<file path="src/rtl/uart_tx_fifo.sv">
`default_nettype none
// +----------------------------------------------------------------------+
// | uart_tx_fifo : 8N1/8E1/8O1/8x2 UART transmitter with byte FIFO       |
// | Rev 1.0                                                              |
// +----------------------------------------------------------------------+
module uart_tx_fifo #(
  parameter int CLKS_PER_BIT = 87,
  parameter int FIFO_DEPTH   = 4,
  parameter int PARITY_EN    = 0,
  parameter int PARITY_ODD   = 0,
  parameter int STOP_BITS    = 1
) (
  input  logic                          i_Clock,
  input  logic                          i_Reset,
  input  logic                          i_Tx_DV,
  input  logic [7:0]                    i_Tx_Byte,
  output logic                          o_Tx_Ready,
  output logic [$clog2(FIFO_DEPTH):0]   o_Fifo_Count,
  output logic                          o_Tx_Serial,
  output logic                          o_Tx_Active,
  output logic                          o_Tx_Done
);

  localparam int          c_AW        = $clog2(FIFO_DEPTH);
  localparam int          c_CW        = c_AW + 1;
  localparam logic [15:0] c_LAST_CLK  = 16'(CLKS_PER_BIT - 1);
  localparam logic [2:0]  c_LAST_STOP = 3'(STOP_BITS - 1);
  localparam logic        c_PEN       = (PARITY_EN != 0);
  localparam logic        c_ODD       = (PARITY_ODD != 0);

  typedef enum logic [2:0] {
    S_IDLE   = 3'd0,
    S_START  = 3'd1,
    S_DATA   = 3'd2,
    S_PARITY = 3'd3,
    S_STOP   = 3'd4
  } state_t;

  state_t          r_state;
  logic [7:0]      r_mem [FIFO_DEPTH];
  logic [c_AW-1:0] r_wr_ptr;
  logic [c_AW-1:0] r_rd_ptr;
  logic [c_CW-1:0] r_count;
  logic [7:0]      r_shift;
  logic [2:0]      r_bit_idx;
  logic [15:0]     r_clk_cnt;

  logic w_full;
  logic w_empty;
  logic w_push;
  logic w_pop;
  logic w_bit_end;

  assign w_full       = (r_count == c_CW'(FIFO_DEPTH));
  assign w_empty      = (r_count == '0);
  assign w_push       = i_Tx_DV && !w_full;
  assign w_pop        = (r_state == S_IDLE) && !w_empty;
  assign w_bit_end    = (r_clk_cnt == c_LAST_CLK);
  assign o_Tx_Ready   = !w_full;
  assign o_Fifo_Count = r_count;

  always_ff @(posedge i_Clock) begin
    if (w_push) begin
      r_mem[r_wr_ptr] <= i_Tx_Byte;
    end
  end

  always_ff @(posedge i_Clock or posedge i_Reset) begin
    if (i_Reset) begin
      r_wr_ptr <= '0;
      r_rd_ptr <= '0;
      r_count  <= '0;
    end else begin
      if (w_push) r_wr_ptr <= r_wr_ptr + c_AW'(1);
      if (w_pop)  r_rd_ptr <= r_rd_ptr + c_AW'(1);
      case ({w_push, w_pop})
        2'b10:   r_count <= r_count + c_CW'(1);
        2'b01:   r_count <= r_count - c_CW'(1);
        default: r_count <= r_count;
      endcase
    end
  end

  // Line outputs are driven from the state seen at each edge, so the line
  // trails the state register by one cycle; Done fires on the first idle
  // cycle after an active frame.
  always_ff @(posedge i_Clock or posedge i_Reset) begin
    if (i_Reset) begin
      r_state     <= S_IDLE;
      r_shift     <= '0;
      r_bit_idx   <= '0;
      r_clk_cnt   <= '0;
      o_Tx_Serial <= 1'b1;
      o_Tx_Active <= 1'b0;
      o_Tx_Done   <= 1'b0;
    end else begin
      o_Tx_Done <= 1'b0;
      r_clk_cnt <= w_bit_end ? 16'd0 : r_clk_cnt + 16'd1;
      case (r_state)
        S_IDLE: begin
          o_Tx_Serial <= 1'b1;
          o_Tx_Active <= 1'b0;
          o_Tx_Done   <= o_Tx_Active;
          r_clk_cnt   <= '0;
          if (!w_empty) begin
            r_shift   <= r_mem[r_rd_ptr];
            r_bit_idx <= '0;
            r_state   <= S_START;
          end
        end
        S_START: begin
          o_Tx_Serial <= 1'b0;
          o_Tx_Active <= 1'b1;
          if (w_bit_end) r_state <= S_DATA;
        end
        S_DATA: begin
          o_Tx_Serial <= r_shift[r_bit_idx];
          o_Tx_Active <= 1'b1;
          if (w_bit_end) begin
            r_bit_idx <= r_bit_idx + 3'd1;
            if (r_bit_idx == 3'd7) begin
              r_state <= c_PEN ? S_PARITY : S_STOP;
            end
          end
        end
        S_PARITY: begin
          o_Tx_Serial <= (^r_shift) ^ c_ODD;
          o_Tx_Active <= 1'b1;
          if (w_bit_end) r_state <= S_STOP;
        end
        S_STOP: begin
          o_Tx_Serial <= 1'b1;
          o_Tx_Active <= 1'b1;
          if (w_bit_end) begin
            if (r_bit_idx == c_LAST_STOP) begin
              r_bit_idx <= '0;
              r_state   <= S_IDLE;
            end else begin
              r_bit_idx <= r_bit_idx + 3'd1;
            end
          end
        end
        default: r_state <= S_IDLE;
      endcase
    end
  end

endmodule
`default_nettype wire

</file>
<file path="config.mk">
export PLATFORM = sky130hd
export DESIGN_NAME = uart_tx_fifo
export DESIGN_NICKNAME = d
export VERILOG_FILES = /design/src/rtl/uart_tx_fifo.sv
export SDC_FILE = /design/constraint.sdc
export NUM_CORES = 1
export LEC_CHECK = 0
export CAP_MARGIN = 20
export CORE_UTILIZATION = 59
export DETAILED_ROUTE_END_ITERATION = 8
export GPL_ROUTABILITY_DRIVEN = 0
export PLACE_DENSITY = 0.81
export SLEW_MARGIN = 20
export SYNTH_ARGS = -nofsm -noshare
export SYNTH_HDL_FRONTEND = slang
export SYNTH_SLANG_ARGS = --single-unit
export TNS_END_PERCENT = 50
</file>
<file path="constraint.sdc">
create_clock -name i_Clock -period 2.9 [get_ports i_Clock]
set_input_delay 0.58 -clock i_Clock [delete_from_list [all_inputs] [get_ports i_Clock]]
set_output_delay 0.58 -clock i_Clock [all_outputs]
set_load 0.03 [all_outputs]
</file>
==> flow_metrics.env <==
export IMPL_status="finished clean"
export IMPL_grt_pass1_wl_um=9390
export IMPL_ys_seq_area_share_pct=60.7
export IMPL_ctsHoldBuffers=0
export IMPL_synth_top_cell_area_share_pct=30.2
export IMPL_synth_avg_cell_area_um2=13.8
export IMPL_ys_warn_count=0
export IMPL_overflow=0
export IMPL_synthesis_nets=257
export IMPL_critical_path_arrival_ns=2.62
export IMPL_fp_dieArea_um2=5780
export IMPL_track_usage_pct=22.0
export IMPL_antenna_found_initial=0
export IMPL_power_mw=3.37
export IMPL_hpwlAfterDp_um=3720
export IMPL_grt_setup_unrepaired="no"
export IMPL_vias=1851
export IMPL_ir_drop_mv=0.688
export IMPL_cp_max_fo=7
export IMPL_wl_um=5450
export IMPL_tightest_slew_ns=0.596
export IMPL_dp_slack_ns=0.509
export IMPL_ys_async_sr_fraction_pct=55.6
export IMPL_maxCapViolations=0
export IMPL_ctsLongestPathBuffers=2
export IMPL_fin_crit_sh_pct=80.6
export IMPL_drc=0
export IMPL_critPathRequiredTime_ns=3.18
export IMPL_setup_viol=0
export IMPL_wl_per_cell_um=16.3
export IMPL_cts_root_buffer="clkbuf_8"
export IMPL_postRouteAntennaNets=0
export IMPL_syn_inst=235
export IMPL_r2r_end="o_Fifo_Count[2]"
export IMPL_die_h_um=76.1
export IMPL_synthFlopType="dfrtp_1"
export IMPL_ys_seq_elements=72
export IMPL_cts_buffers_inserted=9
export IMPL_die_x_um=76.1
export IMPL_worstHoldStart="o_Tx_Active"
export IMPL_p_leak_nw=1.43
export IMPL_synth_area_leaders="dfrtp_1 30%, edfxtp_1 30%, mux4_2 7.0%"
export IMPL_max_freq_mhz=428
export IMPL_area_growth_pct=13.7
export IMPL_clkLatencyLatePin_ns=0.36
export IMPL_setup_tns_ns=0
export IMPL_cp_start_kind="flop"
export IMPL_grt_pass1_vias=1895
export IMPL_core_um2=5200
export IMPL_cts_tree="built"
export IMPL_cts_reportedPaths_clkPinSlew_ns=0.08
export IMPL_nNetsFinal=281
export IMPL_fin_skew_ns=0.0114
export IMPL_whs_path_depth=1
export IMPL_holdCritPathClass="reg2reg"
export IMPL_critPathMaxStageDelay_ns=0.46
export IMPL_synth_largest_area_cell="dfrtp_1"
export IMPL_synth_edff_count=32
export IMPL_firstDrtPassIters=4
export IMPL_num_rows=26
export IMPL_slowest_stage="dfrtp_1"
export IMPL_worstSetupPathType="reg2reg"
export IMPL_hold_viol=0
export IMPL_rr_startpoint="r_state[0]"
export IMPL_hold_end="o_Tx_Done"
export IMPL_slew_headroom_pct=60.2
export IMPL_worst_slack_ns=0.561
export IMPL_layout_commonest_cell="dfrtp_1"
export IMPL_grt_max_degree=41
export IMPL_pwr_density_cell_nw_per_um2=916
export IMPL_r2r_setup_slack_ns=0.56
export IMPL_reg2reg_depth=9
export IMPL_numPortBuffers=17
export IMPL_synth_area_um2=3240
export IMPL_vias_per_cell=5.54
export IMPL_drive_gt1_share_pct=16.3
export IMPL_antenna_cells=0
export IMPL_ios=18
export IMPL_whs_ns=0.522
export IMPL_ys_types=39
export IMPL_clock_sinks=72
export IMPL_drtIter0Drc=92
export IMPL_post_route_min_period_ns=2.34
export IMPL_postCtsSetupBuffers=0
export IMPL_finalMaxSlewViolations=0
export IMPL_start_util_pct=62.2
export IMPL_htreeDepth=3
export IMPL_fillCellCount=352
export IMPL_end_kind="flop"
export IMPL_path_cells="nor3_1, nand2_1, inv_1, ha_1, inv_1, fa_1, xor2_1, nor2_1, xor2_1"
export IMPL_cts_repair_resized=0
export IMPL_final_cell_mix="39 x dfrtp_1, 32 x edfxtp_1, 23 x xnor2_1"
==> critical path, delay by kind of cell (launching register included) <==
family                   cells  cell delay (ns)
AND/OR/NAND/NOR              3             0.74
adder cells (fa/ha/maj)      2             0.57
flip-flops                   1             0.46
XOR/XNOR                     2             0.29
buffers and inverters        2             0.20
==> cells in the mapped netlist (2+ instances only) <==
library cell,instances
a21oi_1,4
a22o_1,2
and2_1,2
and3_1,4
buf_2,3
clkbuf_1,2
dfrtp_1,39
edfxtp_1,32
ha_1,10
inv_1,19
mux2_2,11
mux4_2,10
nand2_1,6
nand2b_1,2
nand3_1,6
nand4_1,3
nor2_1,21
nor3_1,4
nor4_1,6
o21ai_0,3
or3_1,4
xnor2_1,23
xor2_1,3
==> metal layers <==
metal  track usage (%)  routed length [um]
met1              28.2                2410
met2              34.6                2710
met3              7.43                 238
met4              9.42                  89
met5                 0                   0
==> how the worst max path moves through the flow <==
stage,start,endpoint
after floorplan,o_Fifo_Count[0],o_Fifo_Count[2]
after global placement,i_Tx_DV,o_Fifo_Count[2]
after detailed placement,i_Tx_DV,o_Fifo_Count[2]
after CTS,o_Fifo_Count[0],o_Tx_Ready
after global routing,r_state[0],o_Fifo_Count[2]
final,r_state[0],o_Fifo_Count[2]
==> sequential cells by signal (all words and copies together), names as in the netlist <==
signal	count
o_Fifo_Count	3
o_Tx_Active	1
o_Tx_Done	1
o_Tx_Serial	1
r_bit_idx	3
r_clk_cnt	16
r_mem	32
r_rd_ptr	2
r_shift	8
r_state	3
r_wr_ptr	2
==> report_power, final <==
part	total [mW]	internal, mW	leakage [nW]	switching [mW]
sequential	1.57	1.33	0.799	0.240
combinational	1.01	0.543	0.534	0.468
clock	0.785	0.400	0.0929	0.385
==> cells by family (layout without fill, tap and decap cells) <==
kind of cell	Yosys count	in the layout	synth area share, %
xor+xnor	26	26	7.04
buf+inv	25	54	3.02
mux	21	21	10.8
compound gates	16	16	3.40
fa+ha+maj	11	11	4.49
simple gates	64	64	10.6
flops	72	72	60.7
==> per-stage QoR <==
stage	cell area (um2)	instances	utilization, %
2_1_floorplan	3240	235	-
3_3_place_gp	3480	318	66.9
3_5_place_dp	3480	318	66.9
4_1_cts	3680	334	70.6
5_1_grt	3680	334	70.6
6_report	3680	334	70.6
==> final cells by class <==
type,count,area (um2),area share [%]
Clock buffer,10,128,3.47
Clock inverter,6,67.6,1.84
Inverter,19,71.3,1.94
Multi-Input combinational cell,138,1170,31.9
Sequential cell,72,1960,53.4
Tap cell,70,87.6,2.38
Timing Repair Buffer,19,185,5.04
Note: power is estimated with default switching activity, not from simulation.
